[src/rtl/equation2_generator.sv]
// Produces X, Y, Z with X*X*Z + X*Y == T. It searches X downward from a seed.
// Division is done by repeated subtraction, so the design needs no multiplier or divider.
module equation2_generator (
  input  logic       Clock,
  input  logic       Resetn,
  input  logic       Go,
  input  logic [6:0] OngoingTimer,
  input  logic [2:0] SeedX,
  output logic [7:0] DataX,
  output logic [7:0] DataY,
  output logic [7:0] DataZ,
  output logic       Busy,
  output logic       Done,
  output logic       Valid
);

  typedef enum logic [2:0] {IDLE, DIV1, CHECK, DIV2, DONE} state_t;

  state_t     state;
  logic [7:0] t;
  logic [7:0] x;
  logic [7:0] rem;
  logic [7:0] quot;

  always_ff @(posedge Clock or negedge Resetn) begin
    if (!Resetn) begin
      state <= IDLE;
      t     <= '0;
      x     <= '0;
      rem   <= '0;
      quot  <= '0;
      DataX <= '0;
      DataY <= '0;
      DataZ <= '0;
      Busy  <= 1'b0;
      Done  <= 1'b0;
      Valid <= 1'b0;
    end else begin
      case (state)
        IDLE: begin
          if (Go) begin
            t     <= {1'b0, OngoingTimer};
            x     <= (SeedX == 3'd0) ? 8'd7 : {5'b0, SeedX};
            rem   <= {1'b0, OngoingTimer};
            quot  <= '0;
            Valid <= 1'b0;
            Busy  <= 1'b1;
            state <= DIV1;
          end
        end
        DIV1: begin
          if (rem >= x) begin
            rem  <= rem - x;
            quot <= quot + 8'd1;
          end else begin
            state <= CHECK;
          end
        end
        // The quotient t/x becomes the dividend of the second division. x=1 always ends the search.
        CHECK: begin
          if (rem == '0) begin
            rem   <= quot;
            quot  <= '0;
            state <= DIV2;
          end else begin
            x     <= x - 8'd1;
            rem   <= t;
            quot  <= '0;
            state <= DIV1;
          end
        end
        DIV2: begin
          if (rem >= x) begin
            rem  <= rem - x;
            quot <= quot + 8'd1;
          end else begin
            DataZ <= quot;
            DataY <= rem;
            DataX <= x;
            Valid <= 1'b1;
            Done  <= 1'b1;
            state <= DONE;
          end
        end
        DONE: begin
          Done  <= 1'b0;
          Busy  <= 1'b0;
          state <= IDLE;
        end
        default: state <= IDLE;
      endcase
    end
  end

endmodule

[config.mk]
export PLATFORM = sky130hd
export DESIGN_NAME = equation2_generator
export DESIGN_NICKNAME = d
export VERILOG_FILES = /design/src/rtl/equation2_generator.sv
export SDC_FILE = /design/constraint.sdc
export NUM_CORES = 1
export LEC_CHECK = 0
export ABC_AREA = 0
export BUFFER_PORTS_ARGS = -buffer_cell sky130_fd_sc_hd__buf_2
export CAP_MARGIN = 25
export CORE_MARGIN = 2
export CORE_UTILIZATION = 50
export DETAILED_ROUTE_END_ITERATION = 12
export GPL_TIMING_DRIVEN = 1
export PLACE_DENSITY = 0.75
export RECOVER_POWER = 50
export SLEW_MARGIN = 20
export SYNTH_ARGS = -nofsm -noshare
export SYNTH_HDL_FRONTEND = slang
export SYNTH_SLANG_ARGS = --single-unit
[constraint.sdc]
create_clock -name Clock -period 7.1 [get_ports Clock]
set_input_delay 1.065 -clock Clock [delete_from_list [all_inputs] [get_ports Clock]]
set_output_delay 1.065 -clock Clock [all_outputs]
set_load 0.03 [all_outputs]
==> metrics.md, run 1 <==
| Metric | Value |
|---|---|
| Clock skew | 0.00917 ns |
| Reg power frac | 30.7% |
| Cell count after synthesis | 293 |
| Pins Over Slew Limit | 62 |
| PD cells | ~550 mW/mm^2 |
| P&R area growth vs syn | 15.1% |
| Port bufs | 39 |
| Global routing usage on met1 | 26.7% |
| Slowest CP cell | clkbuf_1 |
| CTS Buf Count | 9 |
| Design Power | 1970 uW |
| Compound-gate portion of the synthesized area | between 10% and 20% |
| Adder-cell share of the synthesized area | 4.66% |
| Nets | 356 |
| Clock latency on the worst-skew pair | roughly 0.33 ns |
| TritonCTS clock tree | built |
| # rows | 28 |
| CTS Root Cell | clkbuf_8 |
| Core ar. | 0.00596 sq mm |
| 1st-pass router iterations | 4 |
| Maximum clock frequency | 270 MHz |
| Synth area leaders | dfrtp_1 49%, mux2_2 12%, ha_1 4.0% |
| Top FF cell, synth | dfrtp_1 |
| Final wirelength | between 6000 and 7000 um |
| LEAKAGE | between 0.0015 and 0.002 uW |
| Ant diodes | 0 |
| Post-CTS Resized | 0 |
| Gate power share | 50.8% |
| Arrival time at the worst endpoint | about 3.4 ns |
| Met2 Resource Use GR | 32.7% |
| First-pass GRT wire length | 11400 um |
| Final period util | 52.2% |
| Vias in the first global route | 2423 |
| Initial Util | 52.3% |
| Status | finished with violations |
| Post-CTS Setup Inserts | 0 |
| Initial antenna violation count | 0 |
| Main combinational cell family by area after synthesis | compound AO/OA/AOI/OAI gates |
| Post-Layout Cell Count | 412 |
| Worst EP required | around 7 ns |
| Syn_nets | 317 |
| Die height | 82.9 um |
| Simple-gate area share of the yosys netlist | 12.0% |
| Synth Register Bits | 61 |
| Kind of critical path | input port to async pin |
| H-Tree Depth | 3 |
| Initial DRC count | 114 |
| Failing checks | max-capacitance violations, max-slew violations |
| Layout cell share with drive strength beyond 1 | 24.3% |
| Deepest clock path buffer count | 2 |
| Fill count | roughly 500 |
| Die Area | 0.00688 sq mm |
| Sequential Area | 0.00153 sq mm |
| Setup crit start kind | input port |
| Cell Chain, Critical Path | buf_2 -> clkbuf_1 |
| Synthesized area per cell | 10.6 sq um |
| Sequential share of the synthesized area | 49.0% |
| Min cycle time layout | 3.70 ns |
| Clk pwr share | 18.5% |
| Max-cap violations | 1 |
| Post-synthesis mux area share | 13.6% |
| Relative slew slack | -113% |
| Post-route DRC | 0 |
| Synth Warn # | 0 |
| Final ANT Viol Nets | 0 |
| Final hold violations | 0 |
| Share of the synthesized area in the top cell type | about 49% |
| Post-synth EDFFs | 0 |
| NetSw | 856 uW |
| Met3 Usage GRT | 4.87% |
| Busiest metal layer after global routing | met2 |
| Dpl cells | a little under 400 |
| Via count | 2382 |
| Int Power | about 1100 uW |
| Worst setup EP type | async pin |
| Worst-path maximum fanout | 61 |
| Maximum VDD drop | approximately 0.32 mV |
| Largest net degree at the start of global routing | 62 |
| Min-delay worst type | flop to flop |
| Synth Area in XOR/XNOR | 2.53% |
| Worst Tran Pin Value | 3.20 ns |
| Synth cell types | 44 |
| Post-CTS Hold Fix Bufs | 0 |
| Ys async rst share | 100% |
| GP Congestion | roughly 0.87 |
| Grt ovf | 0 |
| Area of the multi-input gates | 0.00147 sq mm |
| Sinks on Clock Net | 61 |
| CP max stage delay | 2.25 ns |
| Vias/cell | between 5 and 6 |
| Final Setup Violations | 0 |
| Most common library cell in the layout ignoring fill and taps | dfrtp_1 |
| Buffer and inverter count on the worst path | 2 |
| Synth area leader | dfrtp_1 |
| Sw Share | 43.4% |
| Final Util | 60.2% |
| Detailed Place HPWL | about 4700 um |
| All-Layer GR Usage | 20.5% |
| RSZ-0062 raised after global routing | false |
| Commonest cells after routing, fill and taps aside | 61 x dfrtp_1, 34 x mux2_2, 29 x nand2_1, 26 x buf_2, 20 x o21ai_0 |
| Io pins | 40 |
| Final setup TNS | 0 ns |
| Chip Width | 82.9 um |
| Mapped Area | 0.00312 sq mm |
| DR WL/cell | ~16 um |
| Family with the most delay on the worst path | buffers and inverters |
| CTS clock-pin slew for the worst setup and hold paths | 0.06 ns |
[final timing paths]
path                       slack, ns  cells past startpoint                    to            startpoint
setup / recovery                3.40                      2      t[0]$_DFFE_PN0P_                Resetn
hold / removal                  0.50                      1  DataY[7]$_DFFE_PN0P_  DataY[7]$_DFFE_PN0P_
setup reg to reg                4.08                      8   quot[5]$_DFFE_PN0P_      x[0]$_DFFE_PN0P_
hold reg to reg                 0.50                      1  DataY[7]$_DFFE_PN0P_  DataY[7]$_DFFE_PN0P_
max in group Clock              4.08                      8   quot[5]$_DFFE_PN0P_      x[0]$_DFFE_PN0P_
min in group asynchronous       1.90                      2      x[7]$_DFFE_PN0P_                Resetn
[layout make-up]
type | instances | share of cell area, %
multi-input cells | 203 | 41.1
inverters | 17 | 1.78
clock inverters | 3 | 1.82
clock buffers | 13 | 4.99
well taps | 75 | 2.62
flip-flops and latches | 61 | 42.6
repair buffers | 40 | 5.10
[cells by family after synthesis]
logic type / count (synthesis)
adders and majority gates: 11
AOI/OAI and AO/OA: 68
muxes: 38
DFF: 61
xor gates and xnor gates: 9
buffers and inverters: 29
and+or+nand+nor: 77
[sequential cells by signal, indices dropped and copies added (netlist names), 3 cells and up]
name,count
DataX,8
state,3
DataY,8
rem,8
DataZ,8
t,7
x,8
quot,8
[power groups by stage]
stage	logic (uW)	clock network, uW	registers, uW
6_report	1000	365	606
5_1_grt	1110	387	626
4_1_cts	1010	374	606
3_5_place_dp	1010	0	613
3_3_place_gp	992	0	607
2_1_floorplan	714	0	678
[synth_stat cells (2+ instances only)]
| library cell | count |
|---|---|
| a31oi_1 | 2 |
| a21oi_2 | 2 |
| and3_1 | 2 |
| mux2_2 | 34 |
| ha_1 | 10 |
| nor4_1 | 2 |
| a21oi_1 | 13 |
| o21a_1 | 3 |
| a222oi_1 | 3 |
| o21ai_0 | 20 |
| mux2i_1 | 4 |
| and2_1 | 3 |
| o21ai_1 | 2 |
| a21boi_0 | 2 |
| xnor2_1 | 7 |
| nand2_1 | 29 |
| o31ai_1 | 7 |
| clkbuf_1 | 7 |
| nand3_1 | 2 |
| nor3_1 | 9 |
| inv_1 | 17 |
| xor2_1 | 2 |
| dfrtp_1 | 61 |
| nor2_1 | 18 |
| or4_1 | 5 |
| buf_2 | 5 |
| o221ai_1 | 4 |
| a311o_1 | 2 |
[stage by stage]
step	area, sq um	setup WS [ns]	hold slack, ns
2_1_floorplan	3120	4.55	0.475
3_3_place_gp	3360	4.22	0.482
3_5_place_dp	3360	4.09	0.487
4_1_cts	3600	4.09	0.502
5_1_grt	3580	2.58	0.517
6_report	3580	3.40	0.500
[layer usage]
layer,vias to the layer above,wire (um)
li1,1139,-
met4,0,136
met1,1167,2990
met5,-,0
met3,11,345
met2,65,3140
(Power assumes the default switching activity.)
==> run 2: changes to the inputs <==
--- a/config.mk
+++ b/config.mk
@@ -5,14 +5,14 @@
 export SDC_FILE = /design/constraint.sdc
 export NUM_CORES = 1
 export LEC_CHECK = 0
-export ABC_AREA = 0
+export ABC_AREA = 1
 export BUFFER_PORTS_ARGS = -buffer_cell sky130_fd_sc_hd__buf_2
 export CAP_MARGIN = 25
 export CORE_MARGIN = 2
 export CORE_UTILIZATION = 50
 export DETAILED_ROUTE_END_ITERATION = 12
 export GPL_TIMING_DRIVEN = 1
-export PLACE_DENSITY = 0.75
+export PLACE_DENSITY = 0.78
 export RECOVER_POWER = 50
 export SLEW_MARGIN = 20
 export SYNTH_ARGS = -nofsm -noshare
==> constraint.sdc (replaced) <==
create_clock -name Clock -period 3.3 [get_ports Clock]
set_input_delay 0.495 -clock Clock [delete_from_list [all_inputs] [get_ports Clock]]
set_output_delay 0.495 -clock Clock [all_outputs]
set_load 0.03 [all_outputs]
==> run 2 against run 1 <==
The flow now finishes without violations. Critical path depth increased by 11. Sequential share of layout area decreased by 3.0 points. Worst hold slack got worse by 0.10 ns. Non-clock buffer count increased by 1. Clock power increased by 120%. Largest cell class is now multi-input gates. Die area increased by 8.9%. Worst setup slack got worse by 2.5 ns. Via count increased by 25%. Critical path type is now flop to flop. Clock skew about the same.
==> metrics.md, run 2 <==
| Metric | Value |
|---|---|
| Kind of critical path | flop to flop |
| PD cells | ~1200 mW/mm^2 |
| Die Area | 0.00749 sq mm |
| Initial Util | 51.0% |
| CTS clock-pin slew for the worst setup and hold paths | 0.07 ns |
| Ys async rst share | 100% |
| Layout cell share with drive strength beyond 1 | 16.7% |
| # rows | 30 |
| Pins Over Slew Limit | 0 |
| Die height | 86.5 um |
| Synth Warn # | 0 |
| Initial antenna violation count | 0 |
| Post-route DRC | 0 |
| Sw Share | 49.2% |
| Arrival time at the worst endpoint | roughly 2.7 ns |
| CTS Buf Count | 9 |
| Top FF cell, synth | dfrtp_1 |
| Area of the multi-input gates | 0.00163 sq mm |
| Clock latency on the worst-skew pair | between 0.3 and 0.4 ns |
| Final setup TNS | 0 ns |
| Synth Register Bits | 61 |
| Final period util | roughly 73% |
| Initial DRC count | roughly 190 |
| Relative slew slack | 3.80% |
| TritonCTS clock tree | built |
| Most frequent cells after synthesis | 124 x nand2_1, 61 x dfrtp_1, 52 x nand3_1 |
| DR WL/cell | 14.5 um |
| Clock skew | 0.00933 ns |
| Post-CTS Hold Fix Bufs | 0 |
| Deepest clock path buffer count | 2 |
| Chip Width | about 87 um |
| Reg power frac | between 20% and 30% |
| Vias/cell | 5.42 |
| Min-delay worst type | input port to flop |
| Share of the synthesized area in the top cell type | 44.8% |
| LEAKAGE | 0.00198 uW |
| GP Congestion | around 0.91 |
| Vias in the first global route | 2678 |
| Max-cap violations | 0 |
| Worst Tran Pin Value | 1.44 ns |
| Maximum VDD drop | around 0.36 mV |
| Top-count cell post-synth | nand2_1 |
| Synth cell types | 34 |
| Sinks on Clock Net | 61 |
| Io pins | 40 |
| NetSw | about 2200 uW |
| First-pass GRT wire length | between 10000 and 15000 um |
| Grt ovf | 0 |
| Dpl cells | 532 |
| Ant diodes | 0 |
| Clk pwr share | 18.1% |
| Detailed Place HPWL | 5710 um |
| Maximum clock frequency | between 400 and 500 MHz |
| P&R area growth vs syn | 13.3% |
| Post-CTS Setup Inserts | 0 |
| Core ar. | 0.00668 sq mm |
| Synth area leader | dfrtp_1 |
| Nets | 487 |
| Syn_nets | ~440 |
| Int Power | 2280 uW |
| Sequential share of the synthesized area | 44.8% |
| Post-Layout Cell Count | 548 |
| Min cycle time layout | 2.40 ns |
| Final hold violations | 0 |
| Mapped Area | approximately 0.0034 sq mm |
| Worst EP required | about 3.6 ns |
| Final Setup Violations | 0 |
| Post-CTS Resized | 0 |
| Via count | 2968 |
| Port bufs | 39 |
| Final ANT Viol Nets | 0 |
| Sequential Area | approximately 0.0015 sq mm |
| RSZ-0062 raised after global routing | false |
| Fill count | 613 |
| Gate power share | around 54% |
| 1st-pass router iterations | 6 |
| Final wirelength | a little under 8000 um |
| Synth area leaders | dfrtp_1 45%, nand2_1 14%, nand3_1 7.6% |
| All-Layer GR Usage | 22.2% |
| Design Power | around 4500 uW |
| H-Tree Depth | 3 |
| CTS Root Cell | clkbuf_8 |
| Status | finished clean |
| Worst-path maximum fanout | 42 |
| Cell count after synthesis | 420 |
| Worst setup EP type | flop |
| Synthesized area per cell | 8.11 sq um |
| Most common library cell in the layout ignoring fill and taps | nand2_1 |
| Commonest cells after routing, fill and taps aside | 124 x nand2_1, 61 x dfrtp_1, 52 x nand3_1, 41 x inv_1 |
| Setup crit start kind | flop |
| Largest net degree at the start of global routing | 43 |
| Post-synth EDFFs | 0 |
run 2: cell types whose count changed in the layout (fill, tap and decap cells not counted), sizes merged, moves of 5 or more:
cell | previous run | this run
a21oi | 16 | 7
inv | 17 | 45
mux2 | 34 | 6
nand2 | 29 | 127
xnor2 | 7 | 0
o21ai | 23 | 35
nor2 | 18 | 29
nand3 | 3 | 56
xor2 | 2 | 8
or4 | 5 | 0
run 2: stage by stage:
step                hold WS, ns  util [%]  cell area [sq um]  worst slack (ns)
floorplan                 0.199         -               3410              1.32
CTS                       0.159      58.0               3880             0.904
finish                    0.398      57.8               3860             0.897
global placement          0.453      54.5               3640             0.982
detailed placement        0.454      54.5               3640             0.914
global route              0.395      57.8               3860             0.685
run 2: final timing paths:
path                            slack (ns)                 start  depth (start not counted)                   end
worst max register to register        0.90    rem[0]$_DFFE_PN0P_                         13  DataY[4]$_DFFE_PN0P_
min in group asynchronous             0.47                Resetn                          1      x[3]$_DFFE_PN0P_
worst max-delay path                  0.90    rem[0]$_DFFE_PN0P_                         13  DataY[4]$_DFFE_PN0P_
max in group asynchronous             1.27                Resetn                          2  DataY[6]$_DFFE_PN0P_
worst min register to register        0.47  DataY[3]$_DFFE_PN0P_                          2  DataY[3]$_DFFE_PN0P_
worst min-delay path                  0.40       OngoingTimer[3]                          2      t[3]$_DFFE_PN0P_
run 2: kinds of logic after synthesis:
| logic type | after synthesis | synth area share (%) |
|---|---|---|
| flip-flops | 61 | 44.8 |
| XOR/XNOR | 8 | 2.06 |
| buffers and inverters | 55 | 7.42 |
| AND/OR/NAND/NOR | 227 | 29.4 |
| adder cells (fa/ha/maj) | 11 | 4.26 |
| AO/OA/AOI/OAI | 52 | 10.0 |
| multiplexers | 6 | 1.98 |
run 2: cell type report:
class                           instances  area share (%)
Sequential cell                        61            39.6
Clock inverter                          6            2.89
Clock buffer                           10            3.31
Multi-Input combinational cell        304            42.2
Inverter                               46            4.54
Timing Repair Buffer                   41            4.96
Tap cell                               80            2.59
run 2: power by group through the flow:
stage	combinational (uW)	sequential (uW)	clock [uW]
2_1_floorplan	1710	1420	0
3_3_place_gp	2340	1250	0
3_5_place_dp	2400	1250	0
4_1_cts	2420	1240	826
5_1_grt	2690	1280	854
6_report	2420	1250	813
run 2: per-layer routing:
| layer | vias up | part of all wire, % | GRT usage (%) |
|---|---|---|---|
| met5 | - | 0 | 0 |
| met4 | 0 | 1.3 | 6.25 |
| met3 | 14 | 6.0 | 6.10 |
| met2 | 109 | 45 | 34.3 |
| met1 | 1383 | 47 | 30.9 |
| li1 | 1462 | - | - |
run 2: worst max-delay path, cell delays in order (launching register included):
cell,delay (ns)
dfrtp_1,0.35
inv_1,0.11
ha_1,0.24
fa_1,0.36
inv_1,0.07
nand2_1,0.06
nand2_1,0.09
and2_1,0.15
nand2_1,0.07
nand3_2,0.15
inv_4,0.08
nand2_4,0.38
nand2_1,0.13
nand2_1,0.09
==> run 3: changes to the inputs <==
--- a/config.mk
+++ b/config.mk
@@ -12,7 +12,7 @@
 export CORE_UTILIZATION = 50
 export DETAILED_ROUTE_END_ITERATION = 12
 export GPL_TIMING_DRIVEN = 1
-export PLACE_DENSITY = 0.78
+export PLACE_DENSITY = 0.75
 export RECOVER_POWER = 50
 export SLEW_MARGIN = 20
 export SYNTH_ARGS = -nofsm -noshare
==> constraint.sdc (replaced) <==
create_clock -name Clock -period 2.4 [get_ports Clock]
set_input_delay 0.36 -clock Clock [delete_from_list [all_inputs] [get_ports Clock]]
set_output_delay 0.36 -clock Clock [all_outputs]
set_load 0.03 [all_outputs]
==> run 3 against run 2 <==
The run now ends with max-capacitance violations, max-slew violations left. Cell area grew 1.0%. Non-clock buffer count increased by 5. Fmax up 8.5%. Final cell count rose by 0.91%. Flip-flop and latch count did not move. Critical endpoint is now quot[0]$_DFFE_PN0P_.
==> metrics.md, run 3 (same netlist as run 2, synthesis figures left out) <==
| Metric | Value |
|---|---|
| Largest net degree at the start of global routing | 34 |
| CTS Root Cell | clkbuf_8 |
| Setup crit start kind | flop |
| DR WL/cell | 14.5 um |
| Arrival time at the worst endpoint | 2.44 ns |
| Maximum clock frequency | 451 MHz |
| Final period util | 92.3% |
| Vias/cell | around 5.4 |
| Vias in the first global route | 2754 |
| 1st-pass router iterations | 5 |
| Chip Width | 86.5 um |
| Failing checks | max-capacitance violations, max-slew violations |
| Final wirelength | 8040 um |
| Worst EP required | 2.62 ns |
| Worst-path maximum fanout | 10 |
| Fill count | 602 |
| Ant diodes | 0 |
| Die Area | 0.00749 sq mm |
| Status | finished with violations |
| Final Setup Violations | 0 |
| Min cycle time layout | 2.21 ns |
| Final hold violations | 0 |
| First-pass GRT wire length | about 13000 um |
| Kind of critical path | flop to flop |
| Via count | 2969 |
| Post-route DRC | 0 |
| All-Layer GR Usage | 23.0% |
| Most common library cell in the layout ignoring fill and taps | nand2_1 |
| Final setup TNS | 0 ns |
| Pins Over Slew Limit | 30 |
| Worst setup EP type | flop |
| Final ANT Viol Nets | 0 |
| P&R area growth vs syn | 14.5% |
| Io pins | 40 |
| RSZ-0062 raised after global routing | false |
| Initial antenna violation count | 0 |
| GP Congestion | 0.932 |
| Clock latency on the worst-skew pair | 0.34 ns |
| Commonest cells after routing, fill and taps aside | 124 x nand2_1, 61 x dfrtp_1, 52 x nand3_1, 40 x inv_1, 26 x nor2_1 |
| Relative slew slack | -4.92% |
| Grt ovf | 0 |
| Initial DRC count | around 280 |
| H-Tree Depth | 3 |
| Post-CTS Setup Inserts | 0 |
| Worst Hold Slack | roughly 0.27 ns |
| Min-delay worst type | input port to flop |
| Sinks on Clock Net | 61 |
| PD cells | between 1500 and 2000 mW/mm^2 |
| Nets | 492 |
| Worst Tran Pin Value | 1.57 ns |
| Detailed Place HPWL | 5870 um |
| Maximum VDD drop | 0.705 mV |
| TritonCTS clock tree | built |
| Port bufs | 39 |
| CTS Buf Count | 9 |
| Max-cap violations | 1 |
| LEAKAGE | 0.00202 uW |
| Clock skew | between 0.01 and 0.015 ns |
| CTS clock-pin slew for the worst setup and hold paths | 0.08 ns |
| Layout cell share with drive strength beyond 1 | 17.8% |
| Core ar. | roughly 0.0067 sq mm |
| # rows | 30 |
| Die height | about 87 um |
| Deepest clock path buffer count | 2 |
| Initial Util | slightly above 50% |
[run 3: worst paths after layout]
kind | startpoint | to | slack, ns | cells past startpoint
max | rem[0]$_DFFE_PN0P_ | quot[0]$_DFFE_PN0P_ | 0.19 | 13
min | OngoingTimer[3] | t[3]$_DFFE_PN0P_ | 0.27 | 2
max reg2reg | rem[0]$_DFFE_PN0P_ | quot[0]$_DFFE_PN0P_ | 0.19 | 13
min reg2reg | DataY[5]$_DFFE_PN0P_ | DataY[5]$_DFFE_PN0P_ | 0.47 | 2
max in group asynchronous | Resetn | DataY[0]$_DFFE_PN0P_ | 0.48 | 2
min in group asynchronous | Resetn | Valid$_DFFE_PN0P_ | 0.40 | 1
[run 3: layout make-up]
class | count | area, sq um | share of cell area, %
multi-input cells | 304 | 1630 | 41.8
clock inverters | 7 | 88.8 | 2.28
flip-flops and latches | 61 | 1530 | 39.2
inverters | 46 | 175 | 4.49
repair buffers | 46 | 253 | 6.48
clock buffers | 9 | 124 | 3.18
well taps | 80 | 100 | 2.57
[run 3: timing repair]
item / CTS / global route
hold buffers: 0 / 0
gates resized for setup: 0 / 1
endpoints found under the setup margin: 0 / 12
[run 3: worst max-delay path: stages (launching register included)]
cell	delay [ns]
dfrtp_1	0.35
inv_1	0.10
ha_1	0.23
fa_1	0.36
inv_1	0.07
nand2_1	0.06
nand2_1	0.09
and2_1	0.15
nand2_1	0.06
nand3_2	0.15
nand2_4	0.13
buf_4	0.20
nand3_1	0.06
o21ai_0	0.07
[run 3: per-stage QoR]
stage               utilization, %  worst slack [ns]  std cells  instance area (sq um)  power [uW]
global route                  58.4            0.0229        553                   3900        6660
finish                        58.4             0.185        553                   3900        6160
floorplan                        -             0.422        420                   3410        4310
global placement              55.6             0.218        537                   3710        5060
detailed placement            55.6             0.173        537                   3710        5120
CTS                           58.8             0.151        553                   3930        6150
[run 3: where the power goes]
group	internal, uW	switching (uW)	leakage, uW
registers	1410	308	0.000783
logic	1120	2300	0.00112
clock network	581	432	0.000113
total	3110	3050	0.00202
[run 3: metal layers]
| layer | vias to the layer above | GRT usage [%] | wire [um] |
|---|---|---|---|
| met5 | - | 0 | 0 |
| met3 | 20 | 4.10 | 450 |
| met4 | 0 | 10.7 | 191 |
| li1 | 1470 | - | - |
| met1 | 1368 | 32.5 | 3840 |
| met2 | 111 | 34.4 | 3560 |
